===== src/rtl/calc_pkg.sv =====
// Shared definitions for the calculator sequencer: operator encodings, FSM states, error codes.
// Latency: n/a (definitions only).
// Backpressure: n/a.
package calc_pkg;

  // One-hot operator encodings as presented by the keypad and driven to the arithmetic unit
  localparam logic [3:0] OP_NONE = 4'b0000;
  localparam logic [3:0] OP_ADD  = 4'b0001;
  localparam logic [3:0] OP_SUB  = 4'b0010;
  localparam logic [3:0] OP_MUL  = 4'b0100;
  localparam logic [3:0] OP_DIV  = 4'b1000;

  // Error codes reported while in ST_ERROR
  localparam logic [1:0] ERR_NONE    = 2'd0;
  localparam logic [1:0] ERR_OVF     = 2'd1;
  localparam logic [1:0] ERR_DIV0    = 2'd2;
  localparam logic [1:0] ERR_TIMEOUT = 2'd3;

  typedef enum logic [2:0] {
    ST_ENTER_A,
    ST_ENTER_B,
    ST_ISSUE,
    ST_WAIT,
    ST_RESULT,
    ST_ERROR
  } state_t;

  // An operator strobe is usable only when exactly one bit is set
  function automatic logic op_is_valid(input logic [3:0] op);
    return $onehot(op);
  endfunction

endpackage


===== src/rtl/calc_digit_accum.sv =====
// Decimal operand accumulator: magnitude, sign and digit count of the operand being keyed in.
// Latency: accept/reject and next signed value are combinational; state updates on the next clk edge.
// Backpressure: none; digits that would exceed the digit count or the positive range are flagged as rejected.
module calc_digit_accum #(
  parameter int WIDTH      = 16,
  parameter int MAX_DIGITS = 5
) (
  input  logic                    clk,
  input  logic                    nRST,
  input  logic                    clr,
  input  logic                    digit_vld,
  input  logic [3:0]              digit_in,
  input  logic                    neg_in,
  output logic                    digit_ok,
  output logic                    digit_rej,
  output logic                    has_digit_nxt,
  output logic signed [WIDTH-1:0] value_nxt
);

  localparam int CW = $clog2(MAX_DIGITS + 1);
  // Extra headroom so mag*10+9 never wraps before the range comparison
  localparam int EW = WIDTH + 4;
  localparam logic [EW-1:0] MAX_MAG = EW'((64'd1 << (WIDTH - 1)) - 64'd1);

  logic [WIDTH-2:0] mag_q;
  logic             sign_q;
  logic [CW-1:0]    cnt_q;

  logic [EW-1:0]    cand;
  logic             fits;
  logic [WIDTH-2:0] mag_n;
  logic [CW-1:0]    cnt_n;
  logic             sign_n;
  logic [WIDTH-1:0] mag_ext;

  // Digit first, then sign toggle: this is the operand an operator/equals in the same cycle commits
  always_comb begin
    cand          = EW'(mag_q) * EW'(10) + EW'(digit_in);
    fits          = (digit_in <= 4'd9) && (cnt_q < CW'(MAX_DIGITS)) && (cand <= MAX_MAG);
    digit_ok      = digit_vld & fits;
    digit_rej     = digit_vld & ~fits;
    mag_n         = digit_ok ? cand[WIDTH-2:0] : mag_q;
    cnt_n         = digit_ok ? cnt_q + CW'(1) : cnt_q;
    sign_n        = sign_q ^ neg_in;
    has_digit_nxt = (cnt_n != '0);
    mag_ext       = {1'b0, mag_n};
    value_nxt     = sign_n ? -$signed(mag_ext) : $signed(mag_ext);
  end

  // Operand state; cleared whenever the owning FSM commits the operand
  always_ff @(posedge clk or negedge nRST) begin
    if (!nRST) begin
      mag_q  <= '0;
      sign_q <= 1'b0;
      cnt_q  <= '0;
    end else if (clr) begin
      mag_q  <= '0;
      sign_q <= 1'b0;
      cnt_q  <= '0;
    end else begin
      mag_q  <= mag_n;
      sign_q <= sign_n;
      cnt_q  <= cnt_n;
    end
  end

endmodule


===== src/rtl/calc_seq_ctrl.sv =====
// Calculator sequencer: keypad operand/operator entry, one start/done operation per evaluation, result display.
// Latency: op_start one cycle after equal_in; complete one cycle after op_done; all outputs registered.
// Backpressure: waits on op_done up to TIMEOUT cycles; keys not usable in the current state pulse key_reject.
module calc_seq_ctrl
  import calc_pkg::*;
#(
  parameter int WIDTH      = 16,
  parameter int MAX_DIGITS = 5,
  parameter int TIMEOUT    = 64
) (
  input  logic                    clk,
  input  logic                    nRST,
  input  logic [3:0]              digit_in,
  input  logic                    digit_vld,
  input  logic [3:0]              op_in,
  input  logic                    neg_in,
  input  logic                    equal_in,
  input  logic                    clear_in,
  output logic                    op_start,
  output logic [3:0]              op_code,
  output logic signed [WIDTH-1:0] op_a,
  output logic signed [WIDTH-1:0] op_b,
  input  logic                    op_done,
  input  logic signed [WIDTH-1:0] op_result,
  input  logic                    op_ovf,
  output logic signed [WIDTH-1:0] display_value,
  output logic                    complete,
  output logic                    key_reject,
  output logic                    error,
  output logic [1:0]              err_code
);

  localparam int TW = $clog2(TIMEOUT + 1);

  state_t                  state;
  logic signed [WIDTH-1:0] res_q;
  logic [TW-1:0]           tcnt;

  logic                    op_any, op_ok, op_bad;
  logic                    in_entry;
  logic                    acc_dvld, acc_neg, acc_clr;
  logic                    acc_ok, acc_rej, has_digit_nxt;
  logic signed [WIDTH-1:0] value_nxt;
  logic                    b_replace;
  logic                    key_rej_nxt;

  assign op_any    = (op_in != OP_NONE);
  assign op_ok     = op_is_valid(op_in);
  assign op_bad    = op_any & ~op_ok;
  assign in_entry  = (state == ST_ENTER_A) || (state == ST_ENTER_B);
  // A digit keyed in RESULT starts a fresh A operand, so the accumulator listens there too
  assign acc_dvld  = digit_vld & (in_entry || (state == ST_RESULT));
  assign acc_neg   = neg_in & in_entry;
  // Operator before any B digit just swaps the pending operator
  assign b_replace = (state == ST_ENTER_B) && op_ok && !has_digit_nxt;

  calc_digit_accum #(
    .WIDTH      (WIDTH),
    .MAX_DIGITS (MAX_DIGITS)
  ) u_accum (
    .clk           (clk),
    .nRST          (nRST),
    .clr           (acc_clr),
    .digit_vld     (acc_dvld),
    .digit_in      (digit_in),
    .neg_in        (acc_neg),
    .digit_ok      (acc_ok),
    .digit_rej     (acc_rej),
    .has_digit_nxt (has_digit_nxt),
    .value_nxt     (value_nxt)
  );

  // Decide which keys are dropped this cycle and when the entry operand is consumed
  always_comb begin
    key_rej_nxt = 1'b0;
    acc_clr     = clear_in;
    if (!clear_in) begin
      case (state)
        ST_ENTER_A: begin
          key_rej_nxt = acc_rej | op_bad | equal_in;
          acc_clr     = op_ok;
        end
        ST_ENTER_B: begin
          key_rej_nxt = acc_rej | (op_any & ~b_replace);
          acc_clr     = equal_in & ~b_replace;
        end
        ST_RESULT: key_rej_nxt = acc_rej | neg_in | op_bad;
        default:   key_rej_nxt = digit_vld | op_any | neg_in | equal_in;
      endcase
    end
  end

  // Main sequencer: entry, issue, wait with timeout, result chaining and error hold
  always_ff @(posedge clk or negedge nRST) begin
    if (!nRST) begin
      state         <= ST_ENTER_A;
      op_start      <= 1'b0;
      op_code       <= OP_NONE;
      op_a          <= '0;
      op_b          <= '0;
      res_q         <= '0;
      tcnt          <= '0;
      display_value <= '0;
      complete      <= 1'b0;
      key_reject    <= 1'b0;
      error         <= 1'b0;
      err_code      <= ERR_NONE;
    end else begin
      op_start   <= 1'b0;
      complete   <= 1'b0;
      key_reject <= key_rej_nxt;
      if (clear_in) begin
        state         <= ST_ENTER_A;
        op_code       <= OP_NONE;
        op_a          <= '0;
        op_b          <= '0;
        res_q         <= '0;
        tcnt          <= '0;
        display_value <= '0;
        error         <= 1'b0;
        err_code      <= ERR_NONE;
      end else begin
        case (state)
          ST_ENTER_A: begin
            if (op_ok) begin
              op_a          <= value_nxt;
              op_code       <= op_in;
              display_value <= '0;
              state         <= ST_ENTER_B;
            end else begin
              display_value <= value_nxt;
            end
          end
          ST_ENTER_B: begin
            if (b_replace) begin
              op_code       <= op_in;
              display_value <= value_nxt;
            end else if (equal_in) begin
              if ((op_code == OP_DIV) && (value_nxt == '0)) begin
                error         <= 1'b1;
                err_code      <= ERR_DIV0;
                display_value <= '0;
                state         <= ST_ERROR;
              end else begin
                op_b     <= value_nxt;
                op_start <= 1'b1;
                state    <= ST_ISSUE;
              end
            end else begin
              display_value <= value_nxt;
            end
          end
          ST_ISSUE: begin
            tcnt  <= '0;
            state <= ST_WAIT;
          end
          ST_WAIT: begin
            if (op_done) begin
              if (op_ovf) begin
                error         <= 1'b1;
                err_code      <= ERR_OVF;
                display_value <= '0;
                state         <= ST_ERROR;
              end else begin
                res_q         <= op_result;
                display_value <= op_result;
                complete      <= 1'b1;
                state         <= ST_RESULT;
              end
            end else if (tcnt == TW'(TIMEOUT - 1)) begin
              error         <= 1'b1;
              err_code      <= ERR_TIMEOUT;
              display_value <= '0;
              state         <= ST_ERROR;
            end else begin
              tcnt <= tcnt + TW'(1);
            end
          end
          ST_RESULT: begin
            if (acc_ok) begin
              display_value <= value_nxt;
              state         <= ST_ENTER_A;
            end else if (op_ok) begin
              op_a          <= res_q;
              op_code       <= op_in;
              display_value <= '0;
              state         <= ST_ENTER_B;
            end else if (equal_in) begin
              op_a     <= res_q;
              op_start <= 1'b1;
              state    <= ST_ISSUE;
            end
          end
          ST_ERROR: begin
            display_value <= '0;
          end
          default: state <= ST_ENTER_A;
        endcase
      end
    end
  end

endmodule


===== config.mk =====
export PLATFORM = sky130hd
export DESIGN_NAME = calc_seq_ctrl
export DESIGN_NICKNAME = d
export VERILOG_FILES = /design/src/rtl/calc_pkg.sv /design/src/rtl/calc_digit_accum.sv /design/src/rtl/calc_seq_ctrl.sv
export SDC_FILE = /design/constraint.sdc
export NUM_CORES = 1
export LEC_CHECK = 0
export ABC_AREA = 1
export ABC_CLOCK_PERIOD_IN_PS = 6500
export BUFFER_PORTS_ARGS = -buffer_cell sky130_fd_sc_hd__buf_2
export CAP_MARGIN = 10
export CELL_PAD_IN_SITES_DETAIL_PLACEMENT = 2
export CELL_PAD_IN_SITES_GLOBAL_PLACEMENT = 2
export CORE_ASPECT_RATIO = 0.9
export CORE_MARGIN = 8
export CORE_UTILIZATION = 33
export CTS_CLUSTER_SIZE = 8
export DETAILED_ROUTE_END_ITERATION = 6
export GPL_TIMING_DRIVEN = 0
export PLACE_DENSITY_LB_ADDON = 0.1
export SLEW_MARGIN = 20
export SYNTH_ARGS = -nofsm -noshare
export SYNTH_HDL_FRONTEND = slang
export SYNTH_HIERARCHICAL = 1
export SYNTH_SLANG_ARGS = --single-unit

===== constraint.sdc =====
create_clock -name clk -period 6.5 [get_ports clk]
set_clock_uncertainty 0.2 [all_clocks]
set_input_delay 1.3 -clock clk [delete_from_list [all_inputs] [get_ports clk]]
set_output_delay 1.3 -clock clk [all_outputs]
set_load 0.005 [all_outputs]

After elaboration in Yosys (flattened, before gate mapping)
Index checks and enable logic that the tools add are counted.

storage, ports and cells
  register bits after elaboration = 103
  bits of input ports = 32
  output and inout port bits = 58
  word-level logic and storage cells = 185

operators by class
  add/sub/neg operators = 7
  multipliers = 1
  magnitude comparators = 3
  equality and inequality tests = 26
  multiplexer cells = 85
  bitwise operators = 19
  reduce and logical (&&, ||, !) cells = 29

operators by type and width
  cell                                                              number
  two-way mux 16 bit                                                25
  case mux 16 bit (5 select lines)                                  1
  two-way mux 3 bit                                                 12
  case mux 16 bit (2 select lines)                                  1
  two-way mux 15 bit                                                2
  two-way mux 1 bit                                                 22
  two-way mux 7 bit                                                 3
  != test 3 bit, second input constant                              7
  adder 19 x 4 -> 20 bit                                            1
  less-or-equal comparator 20 x 15 -> 1 bit, second input constant  1
  multiplier 15 x 3 -> 18 bit, second input constant                1
  case mux 3 bit (6 select lines)                                   1
  zero test 16 bit                                                  1
  two-way mux 4 bit                                                 4
  != test 4 bit, second input constant                              4
  negator 15 -> 16 bit                                              1
  two-way mux 2 bit                                                 7
  case mux 7 bit (2 select lines)                                   1
  case mux 4 bit (3 select lines)                                   1
  AND reduction 4 bit                                               3
  AND reduction 6 bit                                               2
  nonzero test 3 bit                                                4
  AND reduction 3 bit                                               3
  != test 2 bit, second input constant                              4
  28 further kinds                                                  58

Logic depth before layout (Yosys ltp)
Gate-level depths: netlist (run 1).

  word-level depth = 15
  mapped depth = 39
  depth with buffers taken out = 37

By module
Netlist (run 1), hierarchy kept.

modules (own cells, without submodules)
  module            instances  cells an instance  area an instance (µm²)  seq. area each (µm²)
  calc_seq_ctrl     1          661                4843.4                  2102.0
  calc_digit_accum  1          488                2902.8                  475.5

Worst setup path before layout (run 1)
Ideal clock, no wire load.

  path kind = input port to flip-flop
  from = in digit_in[1]
  to = reg op_b[13]
  setup time = 118 ps
  arrival time = 4734 ps
  required time = 6182 ps
  setup slack = 1448 ps
  stages on the path = 32
  path buffers = 2
  path through = ha_1 -> fa_1 -> nand2_1 -> nand2_1 -> nand3_1 -> nor2_1 -> nand2_1 -> nor2_2 -> nand3_2 -> nor2_2 -> nand4_1 -> nand2_2 -> inv_2 -> nand3_2 -> buf_6 -> o21ai_2 -> ha_1 -> nand3_1 -> o21ai_2 -> nand2_1 -> xor2_1 -> nor2_1 -> nand3_1 -> nor2_1 -> nand3_1 -> nand2_1 -> inv_1 -> nand2_4 -> inv_2 -> buf_6 -> nand2_1 -> nand2_1

on the way
  elaborated cells on any way between the ends = 23
  those cells by class = add/sub (2); order compare (2); eq/ne (2); mux (8); bitwise (1); reduce/logical (8)

RTL lines
  item                                                                            line                                            RTL
  from (decl)                                                                     calc_seq_ctrl.sv:13                             input logic [3:0] digit_in,
  adder 19 x 4 -> 20 bit or less-or-equal comparator 4 bit (tied branches)        calc_digit_accum.sv:38, calc_digit_accum.sv:39
  less-or-equal comparator 20 x 15 -> 1 bit or logical AND 1 bit (tied branches)  calc_digit_accum.sv:39                          fits = (digit_in <= 4'd9) && (cnt_q < CW'(MAX_DIGITS)) && (cand <= MAX_MAG);
  logical AND 1 bit                                                               calc_digit_accum.sv:39
  bitwise AND 1 bit                                                               calc_digit_accum.sv:40                          digit_ok = digit_vld & fits;
  two-way mux 15 bit *                                                            calc_digit_accum.sv:42                          mag_n = digit_ok ? cand[WIDTH-2:0] : mag_q;
  negator 15 -> 16 bit                                                            calc_digit_accum.sv:47                          value_nxt = sign_n ? -$signed(mag_ext) : $signed(mag_ext);
  two-way mux 16 bit *                                                            calc_digit_accum.sv:47
  named net value_nxt[8]                                                          calc_seq_ctrl.sv:43                             logic signed [WIDTH-1:0] value_nxt;
  zero test 16 bit *                                                              calc_seq_ctrl.sv:139                            if ((op_code == OP_DIV) && (value_nxt == '0)) begin
  logical AND 1 bit *                                                             calc_seq_ctrl.sv:139
  != test 2 bit (no line) *                                                       --
  AND reduction 4 bit (no line) *                                                 --
  to (signal assigned)                                                            calc_seq_ctrl.sv:145                            op_b <= value_nxt;
  to (decl)                                                                       calc_seq_ctrl.sv:22                             output logic signed [WIDTH-1:0] op_b,

The timed path passes the listed nets; every way through them passes the cells marked *. The select of a mux whose other input is x is not followed.
A chain may end at the register's enable or synchronous reset.

Worst setup path after layout (run 1)
  from = reg u_accum.mag_q[1]
  to = reg op_b[6]

on the way
  elaborated cells on any way between the ends = 22
  those cells by class = add/sub (2); mul (1); order compare (1); eq/ne (2); mux (8); bitwise (1); reduce/logical (7)

RTL lines
  item                                       line                    RTL
  from (decl)                                calc_digit_accum.sv:25  logic [WIDTH-2:0] mag_q;
  from (signal assigned)                     calc_digit_accum.sv:61  mag_q <= mag_n;
  multiplier 15 x 3 -> 18 bit                calc_digit_accum.sv:38  cand = EW'(mag_q) * EW'(10) + EW'(digit_in);
  adder 19 x 4 -> 20 bit                     calc_digit_accum.sv:38
  less-or-equal comparator 20 x 15 -> 1 bit  calc_digit_accum.sv:39
  logical AND 1 bit                          calc_digit_accum.sv:39
  bitwise AND 1 bit                          calc_digit_accum.sv:40
  two-way mux 15 bit *                       calc_digit_accum.sv:42
  negator 15 -> 16 bit                       calc_digit_accum.sv:47
  two-way mux 16 bit *                       calc_digit_accum.sv:47
  named net value_nxt[8]                     calc_seq_ctrl.sv:43
  zero test 16 bit *                         calc_seq_ctrl.sv:139
  logical AND 1 bit *                        calc_seq_ctrl.sv:139
  != test 2 bit (no line) *                  --
  AND reduction 4 bit (no line) *            --

Marks and branches as above.

==> results of run 1 <==
==> state kept, by name, summed over array words and instances, names as in the netlist, 2 cells and up <==
register and flops:
display_value 16, err_code 2, op_a 16, op_b 16, op_code 4, res_q 16, state 3, tcnt 7
u_accum/cnt_q 3, u_accum/mag_q 15
==> worst max-delay path by stage <==
stage | startpoint | endpoint | slack [ns]
2_1_floorplan | digit_in[1] | op_b[13] | 1.45
3_3_place_gp | digit_in[3] | op_b[7] | 0.32
3_5_place_dp | digit_in[1] | op_b[6] | 0.17
4_1_cts | u_accum/mag_q[14] | op_b[6] | 0.27
5_1_grt | u_accum/mag_q[1] | op_b[13] | 0.04
6_report | u_accum/mag_q[1] | op_b[6] | 0.57
==> placed cells by master, fill, tap and decap left out, drive strengths merged <==
cell type,count
or2,5
nand3,89
nor2,119
o31ai,2
o22ai,1
o21bai,2
xor2,15
o21ai,82
ha,35
dfrtp,103
buf,122
xnor2,3
inv,140
nor3,17
nand2,401
a311oi,1
o211ai,2
clkbuf,17
clkinv,6
nand4,33
a21boi,1
a21oi,31
o21a,1
and2,1
a31oi,21
mux2i,1
fa,3
==> worst max-delay path: cells and delay by family, from the launching register on <==
family | cells | cell delay [ns]
buffers and inverters | 4 | 0.51
DFF | 1 | 0.46
AOI/OAI and AO/OA | 3 | 0.59
and+or+nand+nor | 18 | 2.43
adders and majority gates | 4 | 1.44
xor gates and xnor gates | 1 | 0.18
==> power groups by stage <==
stage	registers [mW]	logic (mW)	clock network (mW)
global placement	0.925	2.20	0
finish	0.915	2.30	0.557
detailed placement	0.928	2.29	0
floorplan	0.904	1.53	0
global route	0.936	2.60	0.590
CTS	0.918	2.30	0.572
==> repair_timing <==
| item | in CTS | in global routing |
|---|---|---|
| resized for setup | 0 | 11 |
| setup endpoints to repair | 0 | 44 |
| buffers inserted | 0 | 0 |
==> per-layer routing <==
metal	up-vias	GRT usage, %	share of wire (%)
met5	-	0	0
met4	0	2.651	0.52
met3	13	2.240	3.1
met2	104	34.02	46
met1	3995	30.58	51
li1	3887	-	-
==> area by class of cell <==
| type | instances | area [um^2] | share of cell area, % |
|---|---|---|---|
| multi-input combinational | 866 | 4419 | 49.47 |
| sequential | 103 | 2577 | 28.85 |
| inverter | 139 | 525.5 | 5.882 |
| timing repair buffer | 89 | 474.2 | 5.308 |
| tap | 302 | 377.9 | 4.230 |
| buffer | 41 | 266.5 | 2.983 |
| clock buffer | 9 | 225.2 | 2.521 |
| clock inverter | 7 | 67.56 | 0.7563 |
==> cell families (layout without fill, tap and decap cells) <==
group | count (synthesis) | count (layout)
adders and majority gates | 38 | 38
xor gates and xnor gates | 18 | 18
buffers and inverters | 180 | 285
and+or+nand+nor | 665 | 665
muxes | 1 | 1
DFF | 103 | 103
AOI/OAI and AO/OA | 144 | 144
==> per-stage QoR <==
step,std cells,setup WS (ns),util [%]
after floorplan,1149,1.448,-
after global placement,1539,0.3200,36.90
after detailed placement,1540,0.1712,37.05
after CTS,1556,0.2666,38.31
after global routing,1556,0.04278,38.49
final,1556,0.5676,38.49
==> metrics, run 1 <==
area share of fa/ha/maj cells after synthesis 6.429%; CP most frequent cell nand2_1; number of DRC markers in iteration 0 366; fin. max-slew vios 0; Synth top cells by count 388 x nand2_1, 129 x inv_1, 108 x nor2_1; Setup crit start kind register; drt first pass iters 4; Final Setup Violations 0; Synth area leaders dfrtp_1 33%, nand2_1 19%, inv_1 6.3%; pwr dens 422.2 mW/mm^2; number of synthesized flops with an enable pin 0; status completed; GRT overflow 0; Initial Util 33.37%; crit share post-route 91.27%; R2R cell count 30; CTS tree done; Post-Syn Nets 1219; sw power 1.977 mW; FP Rows 53; Tightest Hold Check Type reg2reg; share of cells above drive strength 1 15.95%; library cells used by synthesis 44; Worst-path clk slew 0.08 ns; CTS buffer count 9; slowest CP cell fa_2; CP Data Required Time 6.55 ns; clk buf depth 2; WHS Endpoint display_value[6]; multiplexer share of the synthesized area 0.1292%; vias in the first global route 8742; Ports 90; flops & latches, synth 103; largest net degree at the start of global routing 54; antenna violation net count after detailed routing 0; yosys warns 6; Critical Path Fanout Max 10; Synth area leader dfrtp_1; hold path start display_value[6]; DIE AREA 0.02864 mm^2; hold slack 0.2887 ns; synthesized area per cell 6.742 um^2; Post-Syn Instances 1149; mapped cell area 0.007746 mm^2; Seq/Total Area, Yosys 33.27%; via count 7999; drt via density 5.141; H-tree levels 3; cell area after layout 0.008934 mm^2; worst-margin pin slew 0.7125 ns; NumNets Final 1319; clock power share 14.8%; leakage power 4.882 nW; Die H 161.3 um; reg-to-reg slack, setup 0.57 ns; Synth Area in Simple Gates 37.02%; Tot Pwr 3.772 mW; Switching Share 52.42%; top-count cell post-synth nand2_1; cell count of the worst hold path 2; DR WL/cell 19.05 um; RSZ-0062 raised after global routing no; hpwl dp 24270 um; largest family of logic cells by synthesized area simple AND/OR/NAND/NOR gates; register share of total power 24.3%; Final Hold Viols 0; Skew-Pair Late Insertion Delay 0.35 ns; Cell Area, Placed 0.008598 mm^2; Fin Setup TNS 0 ns; Worst R2R End op_b[6]; Max VDD drop 0.1480 mV; xor-xnor portion of the synthesized cell area 2.035%; GRT Util Overall 21.08%; first-pass GRT wire length 48110 um; largest stage delay on the critical path 0.61 ns; Cell Int Power 1.795 mW; Layout area overhead 15.33%; Hold-fix buffers, CTS 0; complex-gate fraction of the synthesized area 10.89%; max-capacitance violation count 0; Most used DFF post-synth dfrtp_1; core area 0.02321 mm^2; WP data arrival 5.98 ns; critical setup path kind reg2reg; # fillers 2911; Gate power share 61.0%; final wirelength 29640 um; root buf cell clkbuf_16; f_max 168.6 MHz; post-layout min period 5.932 ns; Slew HR 52.33%; Setup crit end kind register; input/output buffers 88; ant diodes 0; gpl congestion 0.8496; Die Width 177.5 um; final routed DRC violation total 0; RR Startpoint u_accum/mag_q[1]; initial antenna violation count 0; Synth async-reset ratio 100.0%; clock sinks 103; Synth top area share 33.27%
(Power assumes the default switching activity.)
==> run 2, diff against run 1 <==
Settings changed: CORE_MARGIN 8 to not set, CTS_CLUSTER_DIAMETER set to 60, REMOVE_ABC_BUFFERS set to 1.
==> run 2 against run 1 <==
Effect of this change:
- via count decreased by 1.3%
- combinational power decreased by 2%
- die area decreased by 16%
- maximum frequency decreased by 0.88%
- utilization increased by 0.47 points
- sequential share of layout area increased by 0.20 points
- clock-buffer cell count unchanged
- wire length decreased by 2.2%
- clock power decreased by 2%
- global-route usage increased by 3.3 points
- cell area decreased by 0.69%
- flip-flop and latch count unchanged
==> metrics, run 2 (synthesized netlist as in run 1, its figures left out) <==
Die H 147.3 um; Tot Pwr 3.725 mW; H-tree levels 3; Final Setup Violations 0; CP Data Required Time 6.55 ns; gpl congestion 0.8047; FP Rows 52; Post-Place Cells 1500; NumNets Final 1295; R2R cell count 27; post-layout min period 5.985 ns; Setup WS pre-CTS -1.097 ns; Initial Util 34.02%; hold path start display_value[8]; number of DRC markers in iteration 0 362; root buf cell clkbuf_16; Ports 90; Skew-Pair Late Insertion Delay 0.36 ns; WP data arrival 6.03 ns; Setup crit start kind register; CTS buffer count 9; first-pass GRT wire length 45660 um; DR WL/cell 18.98 um; RSZ-0062 raised after global routing no; worst-margin pin slew 1.025 ns; vias in the first global route 8515; slowest CP cell fa_2; critical setup path kind reg2reg; antenna violation net count after detailed routing 0; initial antenna violation count 1; largest stage delay on the critical path 0.60 ns; f_max 167.1 MHz; hold slack 0.2817 ns; most common cell after layout, fill and taps aside nand2_1; hpwl dp 20910 um; cell count of the worst hold path 2; final core utilization 38.96%; drt first pass iters 4; Worst R2R End display_value[7]; Layout area overhead 14.54%; multi-input logic area 0.004497 mm^2; Slew HR 31.48%; largest net degree at the start of global routing 68; clk buf depth 2; Die Width 163.5 um; Setup crit end kind register; GRT overflow 0; reg-to-reg slack, setup 0.51 ns; Max VDD drop 0.1603 mV; pwr dens 419.9 mW/mm^2; crit-path leading delay family simple AND/OR/NAND/NOR gates; input/output buffers 89; fin. max-slew vios 0; CTS tree done; Worst Slack Setup Final 0.5148 ns; commonest non-fill, non-tap cells in the layout 388 x nand2_1, 128 x inv_1, 104 x nor2_1; Cell Area, Placed 0.008419 mm^2; Register Area 0.002577 mm^2; CP bufs+invs 1; WHS Endpoint display_value[8]; final routed DRC violation total 0; Tightest Hold Check Type reg2reg; status completed; cell area after layout 0.008872 mm^2; # fillers 2818; core area 0.02277 mm^2; leakage power 4.819 nW; clock sinks 103; Critical Path Fanout Max 16; final wirelength 28980 um; max-capacitance violation count 0; RR Startpoint u_accum/mag_q[1]; Hold-fix buffers, CTS 0; via count 7896; Final Hold Viols 0; drt via density 5.171; GRT Util Overall 24.36%; share of cells above drive strength 1 15.70%; Fin Setup TNS 0 ns; Final Non-Filler Cells 1527; DIE AREA 0.02409 mm^2; crit share post-route 92.08%; Worst-path clk slew 0.07 ns
[run 2: changes by cell type in the layout (fill, tap and decap cells not counted), moves of 3 or more]
cell	previous run	this run
buf_1	5	0
buf_2	99	88
buf_6	11	2
buf_8	0	3
clkbuf_1	8	0
nand3_4	0	3
[run 2: power by group]
part           internal (mW)  switching [mW]
combinational          0.706            1.55
sequential             0.795           0.128
clock                  0.265           0.281
total                   1.77            1.96
[run 2: area by class of cell]
cell class,count,area share [%]
repair buffers,103,6.938
well taps,297,4.188
multi-input cells,869,50.68
clock buffers,9,2.538
inverters,139,5.951
flip-flops and latches,103,29.05
diodes,1,0.02820
clock inverters,6,0.6205
[run 2: worst max-delay path by stage]
stage | startpoint | to | slack (ns) | cells after the start
final | u_accum/mag_q[1] | display_value[7] | 0.51 | 27
after global routing | u_accum/mag_q[1] | op_b[7] | 0.02 | 33
after global placement | digit_vld | u_accum/mag_q[14] | -1.07 | 13
after CTS | u_accum/mag_q[1] | op_b[7] | 0.06 | 34
after floorplan | digit_in[1] | display_value[11] | 0.80 | 28
after detailed placement | digit_in[1] | display_value[14] | -1.10 | 32
[run 2: repair_timing]
item | in CTS | in global routing
pin swaps | 1 | 3
resized for setup | 8 | 11
cloned | 1 | 2
buffers inserted | 0 | 8
setup endpoints to repair | 39 | 36
[run 2: tightest hold or removal path: cells and delay by family, from the launching register on]
kind	cells	cell delay, ns
AND/OR/NAND/NOR	1	0.06
flip-flops	1	0.34
AO/OA/AOI/OAI	1	0.05
[run 2: routing by layer]
metal  global-route usage (%)  wire, um
met2                    41.33     13780
met3                    2.767       925
met5                        0         0
met4                    5.139       216
met1                    33.13     14050
